==> src/rtl/ppu_pkg.sv <==
// Shared PPU types: 2-bit colour index, background FIFO states, tile row width.
package ppu_pkg;

  typedef logic [1:0] pixel_t;

  typedef enum logic [1:0] {IDLE, DISCARD, RUN} bg_fifo_state_t;

  localparam int unsigned TILE_ROW_PIXELS = 8;

endpackage

==> src/rtl/bg_pixel_fifo_if.sv <==
// Fetcher push / mixer pop bundle for the background pixel FIFO.
interface bg_pixel_fifo_if;
  import ppu_pkg::*;

  logic                              push_valid_in;
  pixel_t [TILE_ROW_PIXELS-1:0]      push_pixels_in;
  logic                              empty_out;
  logic                              pop_en_in;
  pixel_t                            pixel_out;
  logic                              pixel_valid_out;
  logic                              overflow_out;

  modport master (
    output push_valid_in, push_pixels_in, pop_en_in,
    input  empty_out, pixel_out, pixel_valid_out, overflow_out
  );

  modport slave (
    input  push_valid_in, push_pixels_in, pop_en_in,
    output empty_out, pixel_out, pixel_valid_out, overflow_out
  );

endinterface

==> src/rtl/bg_pixel_fifo.sv <==
// Background pixel FIFO: takes 8-pixel tile rows, shifts one pixel per T-cycle,
// handles SCX fine-scroll discard at line start and the window-start flush.
module bg_pixel_fifo
  import ppu_pkg::*;
#(
  parameter int unsigned DEPTH = 16
) (
  input  logic        clk_in,
  input  logic        rst_n_in,
  input  logic        tclk_en_in,
  input  logic        line_start_in,
  input  logic [2:0]  scx_fine_in,
  input  logic        clear_in,
  bg_pixel_fifo_if.slave bus
);

  localparam int unsigned CW = $clog2(DEPTH + 1);
  localparam int unsigned PW = $clog2(DEPTH);
  localparam logic [CW-1:0] PUSH_LIMIT = CW'(DEPTH - TILE_ROW_PIXELS);

  bg_fifo_state_t  state_q, state_d;
  logic [2:0]      discard_q, discard_d;
  logic [CW-1:0]   count_q, count_d;
  logic [PW-1:0]   rd_q, rd_d, wr_q, wr_d;
  pixel_t          pixel_q, pixel_d;
  logic            valid_q, valid_d;
  logic            ovf_q, ovf_d;
  logic            push_acc, pop;
  pixel_t          mem [DEPTH];

  always_comb begin
    state_d   = state_q;
    discard_d = discard_q;
    count_d   = count_q;
    rd_d      = rd_q;
    wr_d      = wr_q;
    pixel_d   = pixel_q;
    valid_d   = 1'b0;
    ovf_d     = 1'b0;
    push_acc  = 1'b0;
    pop       = 1'b0;
    if (line_start_in) begin
      state_d   = (scx_fine_in != '0) ? DISCARD : RUN;
      discard_d = scx_fine_in;
      count_d   = '0;
      rd_d      = '0;
      wr_d      = '0;
    end else if (clear_in) begin
      state_d   = RUN;
      discard_d = '0;
      count_d   = '0;
      rd_d      = '0;
      wr_d      = '0;
    end else begin
      // Push and pop both judge the pre-tick count, so an empty FIFO never pops its own push.
      push_acc = bus.push_valid_in && (count_q <= PUSH_LIMIT);
      ovf_d    = bus.push_valid_in && !push_acc;
      case (state_q)
        DISCARD: pop = (count_q != '0);
        RUN:     pop = bus.pop_en_in && (count_q != '0);
        default: pop = 1'b0;
      endcase
      if (pop) begin
        rd_d = rd_q + 1'b1;
        if (state_q == RUN) begin
          pixel_d = mem[rd_q];
          valid_d = 1'b1;
        end else begin
          discard_d = discard_q - 3'd1;
          if (discard_q == 3'd1) state_d = RUN;
        end
      end
      if (push_acc) wr_d = wr_q + PW'(TILE_ROW_PIXELS);
      count_d = count_q + (push_acc ? CW'(TILE_ROW_PIXELS) : '0) - (pop ? CW'(1) : '0);
    end
  end

  always_ff @(posedge clk_in or negedge rst_n_in) begin
    if (!rst_n_in) begin
      state_q   <= IDLE;
      discard_q <= '0;
      count_q   <= '0;
      rd_q      <= '0;
      wr_q      <= '0;
      pixel_q   <= '0;
      valid_q   <= 1'b0;
      ovf_q     <= 1'b0;
    end else if (tclk_en_in) begin
      state_q   <= state_d;
      discard_q <= discard_d;
      count_q   <= count_d;
      rd_q      <= rd_d;
      wr_q      <= wr_d;
      pixel_q   <= pixel_d;
      valid_q   <= valid_d;
      ovf_q     <= ovf_d;
    end
  end

  always_ff @(posedge clk_in) begin
    if (tclk_en_in && push_acc) begin
      for (int unsigned i = 0; i < TILE_ROW_PIXELS; i++) begin
        mem[wr_q + PW'(i)] <= bus.push_pixels_in[i];
      end
    end
  end

  assign bus.empty_out       = (count_q == '0);
  assign bus.pixel_out       = pixel_q;
  assign bus.pixel_valid_out = valid_q;
  assign bus.overflow_out    = ovf_q;

endmodule

==> src/flat_wrapper.sv <==
// flat-port wrapper written by rule: the top's interface ports become plain ports
module bg_pixel_fifo_flat import ppu_pkg::*;
#(
  parameter int unsigned DEPTH = 16
)
  (clk_in, rst_n_in, tclk_en_in, line_start_in, scx_fine_in, clear_in, bus_push_valid_in, bus_push_pixels_in, bus_pop_en_in, bus_empty_out, bus_pixel_out, bus_pixel_valid_out, bus_overflow_out);
  bg_pixel_fifo_if bus_i ();
  input  logic clk_in;
  input  logic rst_n_in;
  input  logic tclk_en_in;
  input  logic line_start_in;
  input  logic [2:0] scx_fine_in;
  input  logic clear_in;
  input wire logic [$bits(bus_i.push_valid_in)-1:0] bus_push_valid_in;
  input wire logic [$bits(bus_i.push_pixels_in)-1:0] bus_push_pixels_in;
  input wire logic [$bits(bus_i.pop_en_in)-1:0] bus_pop_en_in;
  output wire logic [$bits(bus_i.empty_out)-1:0] bus_empty_out;
  output wire logic [$bits(bus_i.pixel_out)-1:0] bus_pixel_out;
  output wire logic [$bits(bus_i.pixel_valid_out)-1:0] bus_pixel_valid_out;
  output wire logic [$bits(bus_i.overflow_out)-1:0] bus_overflow_out;
  assign bus_i.push_valid_in = bus_push_valid_in;
  assign bus_i.push_pixels_in = bus_push_pixels_in;
  assign bus_i.pop_en_in = bus_pop_en_in;
  assign bus_empty_out = bus_i.empty_out;
  assign bus_pixel_out = bus_i.pixel_out;
  assign bus_pixel_valid_out = bus_i.pixel_valid_out;
  assign bus_overflow_out = bus_i.overflow_out;
  bg_pixel_fifo #(.DEPTH(DEPTH)) u_core (.clk_in(clk_in), .rst_n_in(rst_n_in), .tclk_en_in(tclk_en_in), .line_start_in(line_start_in), .scx_fine_in(scx_fine_in), .clear_in(clear_in), .bus(bus_i));
endmodule
==> config.mk <==
export PLATFORM = sky130hd
export DESIGN_NAME = bg_pixel_fifo_flat
export DESIGN_NICKNAME = d
export VERILOG_FILES = /design/src/rtl/ppu_pkg.sv /design/src/rtl/bg_pixel_fifo_if.sv /design/src/rtl/bg_pixel_fifo.sv /design/src/flat_wrapper.sv
export SDC_FILE = /design/constraint.sdc
export NUM_CORES = 1
export LEC_CHECK = 0
export CELL_PAD_IN_SITES_DETAIL_PLACEMENT = 1
export CELL_PAD_IN_SITES_GLOBAL_PLACEMENT = 2
export CORE_MARGIN = 1
export CORE_UTILIZATION = 40
export DETAILED_ROUTE_END_ITERATION = 16
export GPL_TIMING_DRIVEN = 1
export PLACE_DENSITY = 0.83
export RECOVER_POWER = 100
export SYNTH_ARGS = -nofsm -noshare
export SYNTH_HDL_FRONTEND = slang
export SYNTH_SLANG_ARGS = --single-unit
==> constraint.sdc <==
create_clock -name clk_in -period 4.5 [get_ports clk_in]
set_input_delay 0.9 -clock clk_in [delete_from_list [all_inputs] [get_ports clk_in]]
set_output_delay 0.9 -clock clk_in [all_outputs]
set_load 0.02 [all_outputs]
# After elaboration in Yosys (flattened, before gate mapping)
# Memories as Yosys holds them, arrays and structs flattened. A register that Yosys moved wholly into a read port is not among the register bits.
# Cells that the tools add are included.
# word_totals
regBits	20
latchBits	0
ramBits	32
mem_bits_ro	0
in_bits	26
word_cells	77
n_memories	1
# mem_list
memory	words	word_bits	rd	rd_clocked_by_memory_dff	write_ports	line	text
u_core.mem	16	2	1	1	8	bg_pixel_fifo.sv:29	pixel_t mem [DEPTH];
# classes
n_addsub	12
mul	0
div	0
order_cmp	1
n_eq_ne	4
n_shift	0
n_mux	33
n_bitwise	2
reduce_logical	17
# op_table
operator	count
4-bit 2-to-1 mux	7
4-bit by 3-bit adder with 4-bit output, second input constant	4
1-bit 2-to-1 mux	13
2-bit 2-to-1 mux	6
3-bit 2-to-1 mux	4
3-bit nonzero test	4
5-bit 2-to-1 mux	2
4-bit by 1-bit adder with 4-bit output, second input constant	2
4-bit by 2-bit adder with 4-bit output, second input constant	2
5-bit adder	1
5-bit by 4-bit less-or-equal comparator with 1-bit output, second input constant	1
5-bit zero test	1
5-bit AND reduction	1
5-bit nonzero test	1
5-bit subtractor	1
4-bit adder, second input constant	1
1-bit logical AND	4
2-bit AND reduction	2
4-bit AND reduction	1
3-bit by 1-bit equality test with 1-bit output, second input constant	1
3-bit inequality test, second input constant	1
3-bit AND reduction	1
3-bit by 1-bit subtractor with 3-bit output, second input constant	1
2-bit by 1-bit equality test with 1-bit output, second input constant	1
other kinds (4)	6

# Longest topological paths before layout
# Gate-level depths: netlist of the first run.
# depth
word_depth	9
depth_mapped	11
mapped_depth_nobuf	11

# Worst setup path after synthesis of the first run
# No wires, ideal clock.
# synth_timing
path_kind	input -> register
start	input bus_pop_en_in
end	register u_core.count_q[4]
setup_ns	0.126
t_arrival_ns	2.377
slack_ns	1.996
path_stages	9
path_buffers	0
cell_sequence	a21o_1 -> o211a_1 -> ha_1 -> inv_1 -> ha_1 -> a21o_1 -> a21oi_1 -> xnor2_1 -> a311o_1
# synth_via
elab_chain_len	8
# synth_rtl
item	line	text
start: declaration	flat_wrapper.sv:16	input wire logic [$bits(bus_i.pop_en_in)-1:0] bus_pop_en_in;
1-bit logical AND	bg_pixel_fifo.sv:60	RUN: pop = bus.pop_en_in && (count_q != '0);
1-bit case mux with 2 select lines	bg_pixel_fifo.sv:58	case (state_q)
1-bit 2-to-1 mux	bg_pixel_fifo.sv:48	end else if (clear_in) begin
1-bit 2-to-1 mux	bg_pixel_fifo.sv:42	if (line_start_in) begin
1-bit 2-to-1 mux	bg_pixel_fifo.sv:74	count_d = count_q + (push_acc ? CW'(TILE_ROW_PIXELS) : '0) - (pop ? CW'(1) : '0);
5-bit subtractor	bg_pixel_fifo.sv:74	
5-bit 2-to-1 mux	bg_pixel_fifo.sv:48	
5-bit 2-to-1 mux	bg_pixel_fifo.sv:42	
end signal: assignment	bg_pixel_fifo.sv:91	count_q <= count_d;
end: declaration	bg_pixel_fifo.sv:23	logic [CW-1:0] count_q, count_d;
# No other way between the ends. The select of a mux whose other input is x is not followed.
# A chain may end at the register's enable or synchronous reset.

==> results.cfg, run 1 <==
[floorplan]
die-width_um = 87.0
coreArea_um2 = 6910
die_area_um2 = 7570
rows = 30
fp.dieH_um = 87.0
num_io_pins = 31
start_util_pct = 41.9

[timing]
setup_ws_ns = 0.954
slew_violations = 0
whs_ns = 0.505
rsz0062_at_grt = no
finalSetupViolCount = 0
setup_tns_ns = 0
period_needed_ns = 3.55
fmaxAchievable_ghz = 0.282
slew_headroom_pct = 38.0
worst_slew_pin_slew_ns = 0.927
final.period_utilization_pct = 78.8
hold_viol_final = 0
fin_skew_ns = 0.00794

[yosys]
synth_edf_count = 32
synth_seq_area_share_pct = 49.7
synth_area_um2 = 2890
ys_ff_latch = 51
synth.distinct_cells = 48
synthArstFlopShare_pct = 37.3
netlist_instances = 219
avgSynthCellArea_um2 = 13.2
synth_ff_type = edfxtp_1
synth.net_count = 256
ys_warn_count = 0

[finish]
nets = 279
drive_gt1_share_pct = 18.5
antenna_cells = 0
final_common_cell = edfxtp_1
final_cell_mix = edfxtp_1 (32), mux2_2 (22), clkdlybuf4s50_1 (20)
syn_to_final_growth_pct = 13.2

[clocking]
htree_levels = 2
cts_tree = done
cts-resized-gates = 0
clock-sinks = 51
cts_buffer_depth = 2
cts.hold.buffers_added = 0
insertion_delay_ns = 0.32
cts_buffers = 5
cts_setup_buffers = 0
cts_root_buf = clkbuf_8
clkTransAtPathRegs_ns = 0.10

[power_and_ir_drop]
ir_drop_uv = 146
p_clk_share_pct = 25.2
switching_share_pct = 30.9
power_mw = 1.14
p_switching_mw = 0.351
seqPwrFrac_pct = 49.1
power_density_nw_per_um2 = 347
combPwrFrac_pct = 25.7
p_leak_nw = 1.31
internal_power_mw = 0.784

[min_path]
min_path_type = reg2reg

[route]
drtIter0Drc = 46
firstDrtPassIters = 4
route.detailed.drc = 0
wl_per_cell_um = 17.7
route.detailed.vias_per_inst = 5.38
vias = 1824
ant_nets = 0
drt_wl_total_um = 6020

[critical_path]
slowest_delay_ns = 0.73
worstPathRequired_ns = 4.57
crit_slowest_cell = and3_1
worstSetupEndpointType = flop
path_class = in2reg
start_kind = input pin
worstPathMaxFanout = 16
arrival_ns = 3.61
path_cells = dlygate4sd3_1 > nor2_1 > and2_0 > and3_1 > mux2_2

[flow_run]
drv_cap = 0

[place]
portBuffers = 30
gp_congestion = 0.725
pre_cts_ws_ns = 1.10
hpwl_um = 4340

[grt]
antenna_found_initial = 0
grt_usage_pct = 17.6
grt_pass1_wl_um = 9980
grt_max_degree = 24
grt_overflow_total = 0
grt_pass1_vias = 1898

[run_status]
status = completed
[layout make-up]
cell class,instances,area (µm²)
repair buffers,32,315
fillers,766,3630
multi-input cells,134,1230
clock buffers,5,68.8
inverters,18,70.1
clock inverters,3,26.3
flip-flops and latches,51,1440
well taps,96,120
[flip-flops by register name, indices dropped and copies added (netlist names)]
name                        flops
u_core.bus.pixel_valid_out      1
u_core.discard_q                3
u_core.bus.pixel_out            2
u_core.bus.overflow_out         1
u_core.count_q                  5
u_core.wr_q                     1
u_core.rd_q                     4
u_core.state_q                  2
u_core.mem                     32
[critical path, delay by kind of cell]
kind	cells	cell delay, ns
AND/OR/NAND/NOR	3	1.67
multiplexers	1	0.42
buffers and inverters	1	0.63
[cells in the mapped netlist, types with 4 or more instances]
cell type / instances / area share (%)
edfxtp_1: 32 / 33
mux2_2: 22 / 8.6
dfrtp_1: 19 / 16
inv_1: 17 / 2.2
clkbuf_1: 11 / 1.4
o21ai_0: 11 / 1.9
ha_1: 10 / 4.3
mux2_4: 8 / 4.2
mux4_2: 8 / 6.2
a21oi_1: 7 / 1.2
and3_1: 6 / 1.3
mux2i_1: 5 / 1.7
nor2_1: 5 / 0.65
nor3_1: 4 / 0.69
o22ai_1: 4 / 0.87
[through the flow]
stage               util, %  std cells  cell area, µm²
floorplan                 -        219            2890
global placement       46.9        331            3240
detailed placement     46.9        331            3240
CTS                    48.3        339            3330
global route           47.4        339            3270
finish                 47.4        339            3270
[kinds of logic after synthesis]
kind of cell             share of synthesized area [%]
multiplexers                                      20.7
buffers and inverters                             5.45
flip-flops                                        49.7
AND/OR/NAND/NOR                                   9.09
XOR/XNOR                                         0.606
adder cells (fa/ha/maj)                           5.02
AO/OA/AOI/OAI                                     9.48
[worst paths after layout]
path / endpoint / cells after the start / startpoint / slack [ns]
worst max register to register: u_core.count_q[4]$_DFFE_PN0P_ / 11 / u_core.state_q[0]$_DFFE_PN0P_ / 1.96
min in group asynchronous: u_core.count_q[0]$_DFFE_PN0P_ / 1 / rst_n_in / 1.16
max in group asynchronous: u_core.wr_q[3]$_DFFE_PN0P_ / 1 / rst_n_in / 2.77
worst max-delay path: u_core.mem[14][0]$_DFFE_PP_ / 5 / line_start_in / 0.95
worst min register to register: u_core.bus.pixel_out[0]$_DFFE_PN0P_ / 1 / u_core.bus.pixel_out[0]$_DFFE_PN0P_ / 0.51
worst min-delay path: u_core.bus.pixel_out[0]$_DFFE_PN0P_ / 1 / u_core.bus.pixel_out[0]$_DFFE_PN0P_ / 0.51
[power by group through the flow]
stage / registers [mW] / clock network (mW) / logic [mW]
6_report: 0.557 / 0.286 / 0.292
5_1_grt: 0.562 / 0.309 / 0.330
4_1_cts: 0.558 / 0.296 / 0.313
3_5_place_dp: 0.568 / 0 / 0.311
3_3_place_gp: 0.566 / 0 / 0.303
2_1_floorplan: 0.566 / 0 / 0.207
[metal layers]
metal	part of all wire, %	GRT usage (%)	vias to the layer above
met2	49	29.4	21
met1	48	23.6	926
met4	1.2	4.55	0
met3	2.0	3.13	7
met5	0	0	-
li1	-	-	870
(Power assumes the default switching activity.)
==> inputs of run 2 (changes only) <==
--- a/config.mk
+++ b/config.mk
@@ -8,10 +8,10 @@
 export CELL_PAD_IN_SITES_DETAIL_PLACEMENT = 1
 export CELL_PAD_IN_SITES_GLOBAL_PLACEMENT = 2
 export CORE_MARGIN = 1
-export CORE_UTILIZATION = 40
+export CORE_UTILIZATION = 39
 export DETAILED_ROUTE_END_ITERATION = 16
 export GPL_TIMING_DRIVEN = 1
-export PLACE_DENSITY = 0.83
+export PLACE_DENSITY = 0.81
 export RECOVER_POWER = 100
 export SYNTH_ARGS = -nofsm -noshare
 export SYNTH_HDL_FRONTEND = slang
==> constraint.sdc (replaced) <==
create_clock -name clk_in -period 3.63 [get_ports clk_in]
set_input_delay 0.726 -clock clk_in [delete_from_list [all_inputs] [get_ports clk_in]]
set_output_delay 0.726 -clock clk_in [all_outputs]
set_load 0.02 [all_outputs]
==> run 2 against run 1 <==
Clock skew grew 0.00055 ns; register-to-register slack got worse by 0.83 ns; non-clock buffer count increased by 1; sequential cell count unchanged; via count down 2.4%; hold slack about the same; sequential power increased by 24%; cell area increased by 1.6%; critical path depth is 1 higher; largest cell class unchanged; largest power group unchanged.
==> results.cfg, run 2 (synthesized netlist as in run 1, its figures left out) <==
[power_and_ir_drop]
ir_drop_uv = 186
power_mw = 1.46
p_switching_mw = 0.422
seqPwrFrac_pct = 47.3
p_clk_share_pct = 28.1
combPwrFrac_pct = 24.7
internal_power_mw = 1.04
switching_share_pct = 28.9
power_density_nw_per_um2 = 439
p_leak_nw = 1.34

[route]
firstDrtPassIters = 4
route.detailed.vias_per_inst = 5.19
route.detailed.drc = 0
wl_per_cell_um = 16.7
drt_wl_total_um = 5740
ant_nets = 0
vias = 1781
drtIter0Drc = 64

[finish]
nFillCells = 780
reg.largest.list = u_core.mem x32, u_core.count_q x5, u_core.rd_q x4
largest_register_ffs = 32
top_register = u_core.mem
final_cell_mix = edfxtp_1 (32), mux2_2 (22), clkdlybuf4s50_1 (19), dfrtp_1 (19), inv_1 (17)
nets = 280
seq_area_um2 = 1440
syn_to_final_growth_pct = 15.0
fin_util_pct = 46.1
multi_input_area_um2 = 1260
antenna_cells = 0
drive_gt1_share_pct = 20.1
final_common_cell = edfxtp_1

[clocking]
cts.hold.buffers_added = 0
clock-sinks = 51
cts_root_buf = clkbuf_8
cts_setup_buffers = 0
clkTransAtPathRegs_ns = 0.10
cts_buffers = 5
htree_levels = 2
cts_tree = done
insertion_delay_ns = 0.31
cts-resized-gates = 0
cts_buffer_depth = 2

[grt]
antenna_found_initial = 0
grt_pass1_wl_um = 9490
use_met3_pct = 3.77
grt_pass1_vias = 1821
gr-usage-met2_pct = 25.8
gr-usage-met1_pct = 23.3
grt_usage_pct = 16.7
top_usage_layer = met2
grt_overflow_total = 0
grt_max_degree = 23

[timing]
period_needed_ns = 3.02
fmaxAchievable_ghz = 0.332
slew_violations = 0
finalSetupViolCount = 0
final.period_utilization_pct = 83.1
slew_headroom_pct = 37.0
whs_ns = 0.505
hold_viol_final = 0
fin_skew_ns = 0.00849
rsz0062_at_grt = no
worst_slew_pin_slew_ns = 0.943
setup_tns_ns = 0

[run_status]
status = completed

[critical_path]
worstSetupEndpointType = flop
path_cells = dlygate4sd3_1 > nor2_1 > and2_4 > and3_1 > buf_4 > mux2_2
path_class = in2reg
start_kind = input pin
crit_slowest_cell = dlygate4sd3_1
arrival_ns = 3.09
worstPathRequired_ns = 3.71
slowest_delay_ns = 0.64
worstPathMaxFanout = 16

[floorplan]
num_io_pins = 31
die-width_um = 88.1
rows = 31
die_area_um2 = 7760
fp.dieH_um = 88.1
coreArea_um2 = 7210
start_util_pct = 40.1

[place]
portBuffers = 30
hpwl_um = 4110
gp_congestion = 0.746

[min_path]
min_path_type = reg2reg

[flow_run]
drv_cap = 0
run 2: stage by stage:
stage	setup slack (ns)	cell area, µm²	std cells
detailed placement	0.644	3250	335
finish	0.615	3330	343
global route	0.489	3330	343
global placement	0.644	3250	335
floorplan	1.30	2890	219
CTS	0.906	3370	343
run 2: power groups by stage:
stage | clock (mW) | combinational, mW | sequential, mW
finish | 0.410 | 0.360 | 0.690
global route | 0.448 | 0.407 | 0.697
CTS | 0.427 | 0.384 | 0.691
detailed placement | 0 | 0.381 | 0.704
global placement | 0 | 0.376 | 0.702
floorplan | 0 | 0.256 | 0.702
run 2: worst max-delay path, delay by kind of cell:
family / cells / cell delay [ns]
buffers and inverters: 2 / 0.89
muxes: 1 / 0.38
and+or+nand+nor: 3 / 1.09
run 2: final timing paths:
| check | startpoint | end | slack [ns] | depth (start not counted) |
|---|---|---|---|---|
| setup reg to reg | u_core.count_q[2]$_DFFE_PN0P_ | u_core.count_q[2]$_DFFE_PN0P_ | 1.13 | 9 |
| hold reg to reg | u_core.bus.pixel_out[0]$_DFFE_PN0P_ | u_core.bus.pixel_out[0]$_DFFE_PN0P_ | 0.51 | 1 |
| setup / recovery | line_start_in | u_core.mem[11][1]$_DFFE_PP_ | 0.61 | 6 |
| max in group asynchronous | rst_n_in | u_core.rd_q[1]$_DFFE_PN0P_ | 2.06 | 1 |
| hold / removal | u_core.bus.pixel_out[0]$_DFFE_PN0P_ | u_core.bus.pixel_out[0]$_DFFE_PN0P_ | 0.51 | 1 |
| min in group asynchronous | rst_n_in | u_core.discard_q[0]$_DFFE_PN0P_ | 1.00 | 1 |
run 2: routing by layer:
metal	wire, µm	up-vias
met5	0	-
met4	92	0
met3	130	6
met2	2650	22
met1	2870	887
li1	-	866
run 2: area by class of cell:
| class | count | share of cell area (%) |
|---|---|---|
| flip-flops and latches | 51 | 43.2 |
| multi-input cells | 134 | 37.8 |
| repair buffers | 33 | 9.71 |
| well taps | 99 | 3.72 |
| inverters | 18 | 2.11 |
| clock buffers | 5 | 2.07 |
| clock inverters | 3 | 1.43 |
